$ cat config.mk
export PLATFORM = sky130hd
export DESIGN_NAME = rf_wb_arbiter
export DESIGN_NICKNAME = d
export VERILOG_FILES = /design/src/rtl/rf_ctrl_pkg.sv /design/src/rtl/rf_aux_fifo.sv /design/src/rtl/rf_wb_arbiter_chk.sv /design/src/rtl/rf_wb_arbiter.sv
export SDC_FILE = /design/constraint.sdc
export NUM_CORES = 1
export LEC_CHECK = 0
export ABC_AREA = 0
export BUFFER_PORTS_ARGS = -buffer_cell sky130_fd_sc_hd__buf_2
export CORE_MARGIN = 2
export CORE_UTILIZATION = 57
export CTS_BUF_LIST = sky130_fd_sc_hd__clkbuf_2 sky130_fd_sc_hd__clkbuf_4 sky130_fd_sc_hd__clkbuf_8
export CTS_CLUSTER_DIAMETER = 200
export DETAILED_ROUTE_END_ITERATION = 8
export GPL_TIMING_DRIVEN = 0
export MAX_ROUTING_LAYER = met4
export PLACE_DENSITY_LB_ADDON = 0.1
export SYNTH_ARGS = -nofsm -noshare
export SYNTH_HDL_FRONTEND = slang
export SYNTH_SLANG_ARGS = --single-unit
$ cat constraint.sdc
create_clock -name clk -period 1.8 [get_ports clk]
set_input_delay 0.09 -clock clk [delete_from_list [all_inputs] [get_ports clk]]
set_output_delay 0.09 -clock clk [all_outputs]
set_load 0.05 [all_outputs]
$ cat src/rtl/rf_ctrl_pkg.sv
// Shared types and sizes for the register-file write path.
package rf_ctrl_pkg;

  localparam int XLEN     = 32;
  localparam int NUM_REGS = 32;

  typedef logic [4:0] reg_addr_t;

  typedef struct packed {
    reg_addr_t         addr;
    logic [XLEN-1:0]   data;
  } rf_wr_t;

  // Register x0 is hardwired to zero, so writes to it are never performed.
  function automatic logic is_x0(input reg_addr_t a);
    return (a == 5'd0);
  endfunction

endpackage

$ cat src/rtl/rf_aux_fifo.sv
// Small synchronous FIFO of pending auxiliary register writes.
module rf_aux_fifo
  import rf_ctrl_pkg::*;
#(
  parameter int DEPTH = 2,
  parameter int PW    = $clog2(DEPTH),
  parameter int CW    = PW + 1
) (
  input  logic          clk,
  input  logic          reset,
  input  logic          push_i,
  input  rf_wr_t        wr_i,
  input  logic          pop_i,
  output rf_wr_t        head_o,
  output logic          full_o,
  output logic          empty_o,
  output logic [CW-1:0] count_o
);

  rf_wr_t        mem_q [DEPTH];
  logic [PW-1:0] wptr_q, wptr_d;
  logic [PW-1:0] rptr_q, rptr_d;
  logic [CW-1:0] count_q, count_d;
  logic          push_s, pop_s;

  assign full_o  = (count_q == CW'(DEPTH));
  assign empty_o = (count_q == CW'(0));
  assign count_o = count_q;
  assign head_o  = mem_q[rptr_q];

  // Next-state for pointers and occupancy; pointers wrap since DEPTH is a power of two.
  always_comb begin
    push_s  = push_i && !full_o;
    pop_s   = pop_i && !empty_o;
    wptr_d  = wptr_q;
    rptr_d  = rptr_q;
    count_d = count_q;
    if (push_s) begin
      wptr_d = wptr_q + PW'(1);
    end else begin
      wptr_d = wptr_q;
    end
    if (pop_s) begin
      rptr_d = rptr_q + PW'(1);
    end else begin
      rptr_d = rptr_q;
    end
    case ({push_s, pop_s})
      2'b10:   count_d = count_q + CW'(1);
      2'b01:   count_d = count_q - CW'(1);
      default: count_d = count_q;
    endcase
  end

  // Pointer, count and storage registers; reset discards any queued entries.
  always_ff @(posedge clk or negedge reset) begin
    if (!reset) begin
      wptr_q  <= PW'(0);
      rptr_q  <= PW'(0);
      count_q <= CW'(0);
      for (int i = 0; i < DEPTH; i++) begin
        mem_q[i] <= '0;
      end
    end else begin
      wptr_q  <= wptr_d;
      rptr_q  <= rptr_d;
      count_q <= count_d;
      if (push_s) begin
        mem_q[wptr_q] <= wr_i;
      end
    end
  end

endmodule

$ cat src/rtl/rf_wb_arbiter_chk.sv
// Protocol checks for the register-file write arbiter.
module rf_wb_arbiter_chk #(
  parameter int DEPTH = 2,
  parameter int CW    = 2
) (
  input logic          clk,
  input logic          reset,
  input logic          pipe_wr_en_i,
  input logic          pipe_stall_i,
  input logic          aux_issue_i,
  input logic [4:0]    aux_issue_addr_i,
  input logic [31:0]   busy_i,
  input logic [CW-1:0] count_i
);

  a_stall_contract: assert property (@(posedge clk) disable iff (!reset)
    pipe_stall_i |-> !pipe_wr_en_i);

  a_issue_not_busy: assert property (@(posedge clk) disable iff (!reset)
    (aux_issue_i && (aux_issue_addr_i != 5'd0)) |-> !busy_i[aux_issue_addr_i]);

  a_count_bound: assert property (@(posedge clk) disable iff (!reset)
    count_i <= CW'(DEPTH));

endmodule

$ cat src/rtl/rf_wb_arbiter.sv
// Owns the register-file write port: pipeline writeback has priority, aux writes
// drain from a FIFO, a scoreboard tracks outstanding aux destinations.
module rf_wb_arbiter
  import rf_ctrl_pkg::*;
#(
  parameter int AUX_DEPTH    = 2,
  parameter int STARVE_LIMIT = 4
) (
  input  logic        clk,
  input  logic        reset,
  input  logic        pipe_wr_en_i,
  input  logic [4:0]  pipe_waddr_i,
  input  logic [31:0] pipe_wdata_i,
  input  logic        aux_valid_i,
  output logic        aux_ready_o,
  input  logic [4:0]  aux_waddr_i,
  input  logic [31:0] aux_wdata_i,
  input  logic        aux_issue_i,
  input  logic [4:0]  aux_issue_addr_i,
  input  logic [4:0]  chk_addr_1_i,
  input  logic [4:0]  chk_addr_2_i,
  output logic        hazard_o,
  output logic        pipe_stall_o,
  output logic        rf_wr_c_o,
  output logic [4:0]  rf_waddr_o,
  output logic [31:0] rf_wdata_o
);

  localparam int PW = $clog2(AUX_DEPTH);
  localparam int CW = PW + 1;
  localparam int SW = $clog2(STARVE_LIMIT + 1);

  rf_wr_t                aux_wr_s;
  rf_wr_t                fifo_head_s;
  logic                  fifo_full_s, fifo_empty_s;
  logic [CW-1:0]         fifo_count_s;
  logic                  enq_s, head_win_s;

  logic [NUM_REGS-1:0]   busy_q, busy_d;
  logic [SW-1:0]         starve_q, starve_d;
  logic                  rf_wr_c_q, rf_wr_c_d;
  reg_addr_t             rf_waddr_q, rf_waddr_d;
  logic [XLEN-1:0]       rf_wdata_q, rf_wdata_d;

  assign aux_wr_s     = '{addr: aux_waddr_i, data: aux_wdata_i};
  assign aux_ready_o  = !fifo_full_s;
  assign hazard_o     = busy_q[chk_addr_1_i] | busy_q[chk_addr_2_i];
  assign pipe_stall_o = (starve_q == SW'(STARVE_LIMIT));
  assign rf_wr_c_o    = rf_wr_c_q;
  assign rf_waddr_o   = rf_waddr_q;
  assign rf_wdata_o   = rf_wdata_q;

  rf_aux_fifo #(.DEPTH(AUX_DEPTH)) u_fifo (
    .clk     (clk),
    .reset   (reset),
    .push_i  (enq_s),
    .wr_i    (aux_wr_s),
    .pop_i   (head_win_s),
    .head_o  (fifo_head_s),
    .full_o  (fifo_full_s),
    .empty_o (fifo_empty_s),
    .count_o (fifo_count_s)
  );

  // Arbitration: pipeline first, then FIFO head; x0 aux writes are accepted but never queued.
  always_comb begin
    head_win_s = !pipe_wr_en_i && !fifo_empty_s;
    enq_s      = aux_valid_i && !fifo_full_s && !is_x0(aux_waddr_i);
    rf_wr_c_d  = 1'b0;
    rf_waddr_d = 5'd0;
    rf_wdata_d = 32'd0;
    if (pipe_wr_en_i) begin
      if (!is_x0(pipe_waddr_i)) begin
        rf_wr_c_d  = 1'b1;
        rf_waddr_d = pipe_waddr_i;
        rf_wdata_d = pipe_wdata_i;
      end else begin
        rf_wr_c_d  = 1'b0;
      end
    end else if (head_win_s) begin
      rf_wr_c_d  = 1'b1;
      rf_waddr_d = fifo_head_s.addr;
      rf_wdata_d = fifo_head_s.data;
    end else begin
      rf_wr_c_d  = 1'b0;
    end
  end

  // Scoreboard next-state: a draining write clears its bit, a new issue sets (and overrides).
  always_comb begin
    busy_d = busy_q;
    if (head_win_s) begin
      busy_d[fifo_head_s.addr] = 1'b0;
    end else begin
      busy_d = busy_q;
    end
    if (aux_issue_i && !is_x0(aux_issue_addr_i)) begin
      busy_d[aux_issue_addr_i] = 1'b1;
    end else begin
      busy_d[0] = 1'b0;
    end
    busy_d[0] = 1'b0;
  end

  // Starvation counter: counts cycles the queued head is blocked by the pipeline, saturating.
  always_comb begin
    starve_d = starve_q;
    if (fifo_empty_s || head_win_s) begin
      starve_d = SW'(0);
    end else if (starve_q != SW'(STARVE_LIMIT)) begin
      starve_d = starve_q + SW'(1);
    end else begin
      starve_d = starve_q;
    end
  end

  // State and registered write-port outputs.
  always_ff @(posedge clk or negedge reset) begin
    if (!reset) begin
      busy_q     <= {NUM_REGS{1'b0}};
      starve_q   <= SW'(0);
      rf_wr_c_q  <= 1'b0;
      rf_waddr_q <= 5'd0;
      rf_wdata_q <= 32'd0;
    end else begin
      busy_q     <= busy_d;
      starve_q   <= starve_d;
      rf_wr_c_q  <= rf_wr_c_d;
      rf_waddr_q <= rf_waddr_d;
      rf_wdata_q <= rf_wdata_d;
    end
  end

  rf_wb_arbiter_chk #(.DEPTH(AUX_DEPTH), .CW(CW)) u_chk (
    .clk              (clk),
    .reset            (reset),
    .pipe_wr_en_i     (pipe_wr_en_i),
    .pipe_stall_i     (pipe_stall_o),
    .aux_issue_i      (aux_issue_i),
    .aux_issue_addr_i (aux_issue_addr_i),
    .busy_i           (busy_q),
    .count_i          (fifo_count_s)
  );

endmodule

### Word level (Yosys, flattened, before mapping)

Index checks and enable logic that the tools add are counted.

* multiplexer cells: 28
* magnitude comparators: 9
* equal/unequal tests: 5
* bitwise logic cells: 6
* add/subtract/negate cells: 5
* reduce and logical (&&, ||, !) cells: 21

Operators by type and width (number)
* two-way mux 37 bit: 4
* two-way mux 32 bit: 4
* bitwise mux 74 bit: 1
* demux 37 bit (select 1 bit): 1
* AND 32 bit: 1
* inverter 32 bit: 1
* bitwise OR 32 bit: 1
* two-way mux 31 bit: 1
* less-than comparator 5 x 6 -> 1 bit (second input constant): 4
* logical NOT 5 bit: 3
* two-way mux 5 bit: 3
* binary-select mux 1 bit (select 5 bit): 2
* demux 1 bit (select 5 bit): 2
* >= comparator 5 x 1 -> 1 bit (second input constant): 2
* logical AND 1 bit: 9
* two-way mux 1 bit: 7
* two-way mux 3 bit: 2
* logical NOT 1 bit: 5
* == test 2 bit (second input constant): 2
* >= comparator 2 bit (second input constant): 2
* inverter 1 -> 2 bit: 2
* case mux 2 bit (2 select lines): 1
* nonzero test 2 bit: 2
* adder 3 x 1 -> 3 bit (second input constant): 1
* other kinds (10): 11

* logic and storage cells: 86
* flip-flop bits (word level): 150

### Depth between registers and ports, before layout

* depth in word-level cells: 13
* depth in mapped cells: 8
* mapped depth without buffers: 7

### Cells and area by module

Synthesis repeated with hierarchy kept, for this count alone.

* cells, all modules: 495
* area, all modules: 6956.7 um^2

By module, submodules not included
* rf_aux_fifo: cells an instance 215, times used 1, area each 3597.2 um^2, sequential area each 1951.9 um^2
* rf_wb_arbiter: cells an instance 280, times used 1, area each 3359.5 um^2, sequential area each 1801.7 um^2

### Least setup slack after synthesis

OpenSTA, ideal clock, no wires.

* path type: register to register
* start: register u_fifo.count_q[0] (netlist: u_fifo.count_o[0])
* end: register u_fifo.mem_q[55] in the netlist's numbering
* cell stages (with the launch flop): 7
* buffers on the path: 2
* slack: -0.244 ns
* required time: 1.675 ns
* data arrival time: 1.919 ns
* path through: dfrtp_1 nand2b_1 o211ai_2 or2_4 buf_12 buf_12 mux2_4

* cells in the longest elaborated chain, start to end: 5

RTL lines
* start, declared: line rf_aux_fifo.sv:23 `logic [CW-1:0] count_q, count_d;`
* start signal, assigned: line rf_aux_fifo.sv:67 `count_q <= count_d;`
* == test 2 bit *: line rf_aux_fifo.sv:26 `assign full_o = (count_q == CW'(DEPTH));`
* logical NOT 1 bit *
* named net aux_ready_o: line rf_wb_arbiter.sv:15 `output logic aux_ready_o,`
* logical AND 1 bit (2 in a row): line rf_wb_arbiter.sv:68 `enq_s = aux_valid_i && !fifo_full_s && !is_x0(aux_waddr_i);`
* logical AND 1 bit *: line rf_aux_fifo.sv:33 `push_s = push_i && !full_o;`
* end signal, assigned by index: line rf_aux_fifo.sv:69 `mem_q[wptr_q] <= wr_i;`
* end, declared: line rf_aux_fifo.sv:20 `rf_wr_t mem_q [DEPTH];`

Mark *: on every way through the listed nets, which the timed path passes. The rest lies on a longest branch.
A chain may end at the register's enable or synchronous reset.

### Worst setup path in the final report

* start: register busy_q[31]
* end: output port hazard_o

* cells in the longest elaborated chain, start to end: 3

RTL lines
* start, declared: line rf_wb_arbiter.sv:39 `logic [NUM_REGS-1:0] busy_q, busy_d;`
* start signal, assigned: line rf_wb_arbiter.sv:120 `busy_q <= {NUM_REGS{1'b0}};`
* start signal, assigned: line rf_wb_arbiter.sv:126 `busy_q <= busy_d;`
* binary-select mux 1 bit (select 5 bit): line rf_wb_arbiter.sv:47 `assign hazard_o = busy_q[chk_addr_1_i] | busy_q[chk_addr_2_i];`
* two-way mux 1 bit (implied by the code): line rf_wb_arbiter.sv:47
* bitwise OR 1 bit *: line rf_wb_arbiter.sv:47
* end, declared: line rf_wb_arbiter.sv:22 `output logic hazard_o,`

Mark *: on every way between the ends. The rest lies on a longest branch, timed or not. The select of a mux whose other input is x is not followed.

==> impl_metrics.ini <==
[run_status]
violations = negative setup slack
status = finished with violations

[timing]
tns_ps = -377
rsz0062_at_grt = true
slew-limit-headroom = 0.578
fin_crit_sh = 1.21
tightest_slew_ps = 634
holdWs_ps = 28.7
finClkSkew_ps = 6.73
worst_slack_ps = -377
drv_slew = 0
hold_viol = 0
setup_viol = 1
finalCriticalPeriod_ps = 2180
max_freq_ghz = 0.459

[critical_path]
worstSetupPathDepth = 5
path_buf_inv = 1
reg2reg_slack_ps = 60
r2r.worst_path.cells = 7
cp-end-kind = primary output
crit_family = multiplexers
crit_path_start_kind = flop
crit_fanout = 3
crit_required_ps = 1710
r2r-end = u_fifo.mem_q[55]
r2r_start = u_fifo.count_o[0]
cp_slowest_cell = mux4_2
cp_data_arrival_time_ps = 2090
path_cells = mux4_2 -> mux2_4 -> a31oi_4 -> o211ai_1 -> buf_4
max_stage_delay_ps = 480
critPathKind = flop to primary output

[worst_hold_path]
hold_start = aux_valid_i
min_path_cells = 4
worstHoldEndpoint = u_fifo.wptr_q
hold_class = input pin to flop

[cts]
path_clk_slew_ps = 80
cts_buffer_depth = 2
cts_made_buffers = 17
worst_skew_pair.late_latency_ps = 440
cts_max_level = 4
cts_root_buffer = clkbuf_8
clock_sinks = 150
cts_tree = built

[synthesis]
yosys-top-cells-area = dfrtp_1 54%, mux2_2 8.0%, o21ai_0 7.3%
synth_top_cell_by_area = dfrtp_1
ys_warn_count = 0
ys_ff_latch = 150
synthCells = 552
ys_seq_area_frac = 0.543
synth_cell_type_count = 39
syn_nets = 649
synth_area_sq_um = 6910
synth_top_cell_area_share = 0.543
avgSynthCellArea_sq_um = 12.5

[detailed_routing]
drc = 0
first_iter_violations = 272
wl_mm = 17.2
via_count = 5388
ant_nets = 0
via_per_inst = 5.71
firstDrtPassIters = 5
wire_per_inst_um = 18.2

[layout]
multi_input_area_sq_um = 2980
drive_above_1_share = 0.366
n_fill_cell = 771
postLayoutCellArea_sq_um = 9150
area_growth_pct = 32.4
fin_nets = 880
antenna_cells = 0
layoutNonFillerInstCount = 943
seq_area_sq_um = 3750

[die]
coreArea_sq_um = 11900
row_count = 40
die_w_um = 114
die_area_sq_um = 13000
start_util = 0.580
ioPinCount = 135
die_y_um = 114

[power]
total_power_w = 0.0154
p_leak_nw = 4.29
p_per_area_nw_per_um2 = 1690
vdd_ir_drop_max_mv = 0.984

[grt]
grt_overflow = 0
grt_max_degree = 85
grt_pass1_wl_mm = 28.3
grt_usage = 0.291
antenna_found_initial = 0
grt_pass1_vias = 5662

[placement]
dpl.hpwl_mm = 11.1
gp_congestion = 0.901
dp_cells = 828
port_buffers = 128
dpl_cell_area_sq_um = 7770

[flow_run]
drv_cap = 0
[cells in the mapped netlist (all sizes together)]
library cell and n:
and3b 1, buf 14, o31ai 1, nor3 2, dfrtp 150, inv 10, o211ai 6, o2bb2ai 2
a32o 1, nand2 64, o21ai 101, o31a 1, a21oi 8, nor2b 5, o21a 1, clkbuf 12
nand3 6, xnor2 4, mux4 13, nor2 8, o32ai 2, nand2b 5, nand3b 2, ha 3
a2bb2o 1, nor3b 2, nand4 1, a31oi 1, mux2 78, or4 2, mux2i 40, xor2 1
or2 4
[worst reg2reg max path: stages (launching register included)]
cell and delay [ps]:
dfrtp_1 350, buf_4 120, nand2b_4 110, o211ai_2 160
or2_4 290, buf_12 150, buf_12 150, mux2_4 300
[how the worst max path moves through the flow]
stage                            startpoint          endpoint
after floorplan             chk_addr_1_i[0]          hazard_o
after global placement                reset  u_fifo.mem_q[45]
after detailed placement  u_fifo.count_o[1]        busy_q[20]
after CTS                        busy_q[31]          hazard_o
after global routing             busy_q[23]          hazard_o
final                            busy_q[31]          hazard_o
[layout make-up]
type | count | area share
Sequential cell | 150 | 0.410
Buffer | 25 | 0.0253
Clock buffer | 19 | 0.0279
Inverter | 10 | 0.00438
Clock inverter | 13 | 0.0194
Tap cell | 147 | 0.0201
Multi-Input combinational cell | 366 | 0.326
Timing Repair Buffer | 213 | 0.166
[logic make-up (layout without fill, tap and decap cells)]
family	count (synthesis)	after routing	share of synthesized area
muxes	131	131	0.243
AOI/OAI and AO/OA	125	125	0.0985
DFF	150	150	0.543
xor gates and xnor gates	5	5	0.00634
and+or+nand+nor	102	102	0.0677
adders and majority gates	3	3	0.00543
buffers and inverters	36	280	0.0355
[state kept, by name, summed over array words and instances, names as in the netlist]
name	flops
busy_q	31
rf_waddr_o	5
rf_wdata_o	32
rf_wr_c_o	1
starve_q	3
u_fifo.count_o	2
u_fifo.mem_q	74
u_fifo.rptr_q	1
u_fifo.wptr_q	1
[layer usage]
layer | GRT usage | wire length (um) | vias up | share of wire
met5 | - | 0 | - | 0
met4 | 0.0951 | 320 | 0 | 0.019
met3 | 0.0545 | 907 | 36 | 0.053
met2 | 0.481 | 8780 | 191 | 0.51
met1 | 0.366 | 7200 | 2721 | 0.42
li1 | - | - | 2440 | -
[metrics by stage]
step,setup WS [ps],utilization
finish,-377,0.768
floorplan,49.2,-
global placement,-1390,0.650
global route,-436,0.768
CTS,-413,0.760
detailed placement,-320,0.653
[cells in the final DEF, fill, tap and decap left out, types with 2 or more instances in the layout]
cell type        n
clkbuf_8        18
mux2_2          48
o211ai_1         5
o2bb2ai_1        2
nand3b_1         2
mux2i_1         38
clkbuf_4         2
clkinv_2         5
nand2_1         61
nand2_2          2
mux2_4          30
buf_6            4
o32ai_2          2
clkbuf_1         8
nor3_1           2
inv_1            9
nor2b_1          5
xnor2_1          4
or4_1            2
nand2b_1         4
buf_2          130
buf_12           7
mux4_2          13
ha_1             3
or2_2            2
nor2_1           8
clkinvlp_4       2
a21oi_1          8
nand3_1          6
dlygate4sd3_1   80
o21ai_0         99
bufinv_16        4
buf_4            6
or2_4            2
dfrtp_1        149
[where the power goes]
part | internal (W) | switching [W]
sequential | 0.00494 | 0.00101
combinational | 0.00309 | 0.00357
clock | 0.00156 | 0.00125
[what timing repair did]
item | CTS | global route
setup buffers | 3 | 1
gates resized for setup | 11 | 25
hold buffers | 80 | 0
pin swaps | 1 | 2
hold endpoints to repair | 177 | 0
endpoints found under the setup margin | 62 | 66
(Power assumes the default switching activity.)
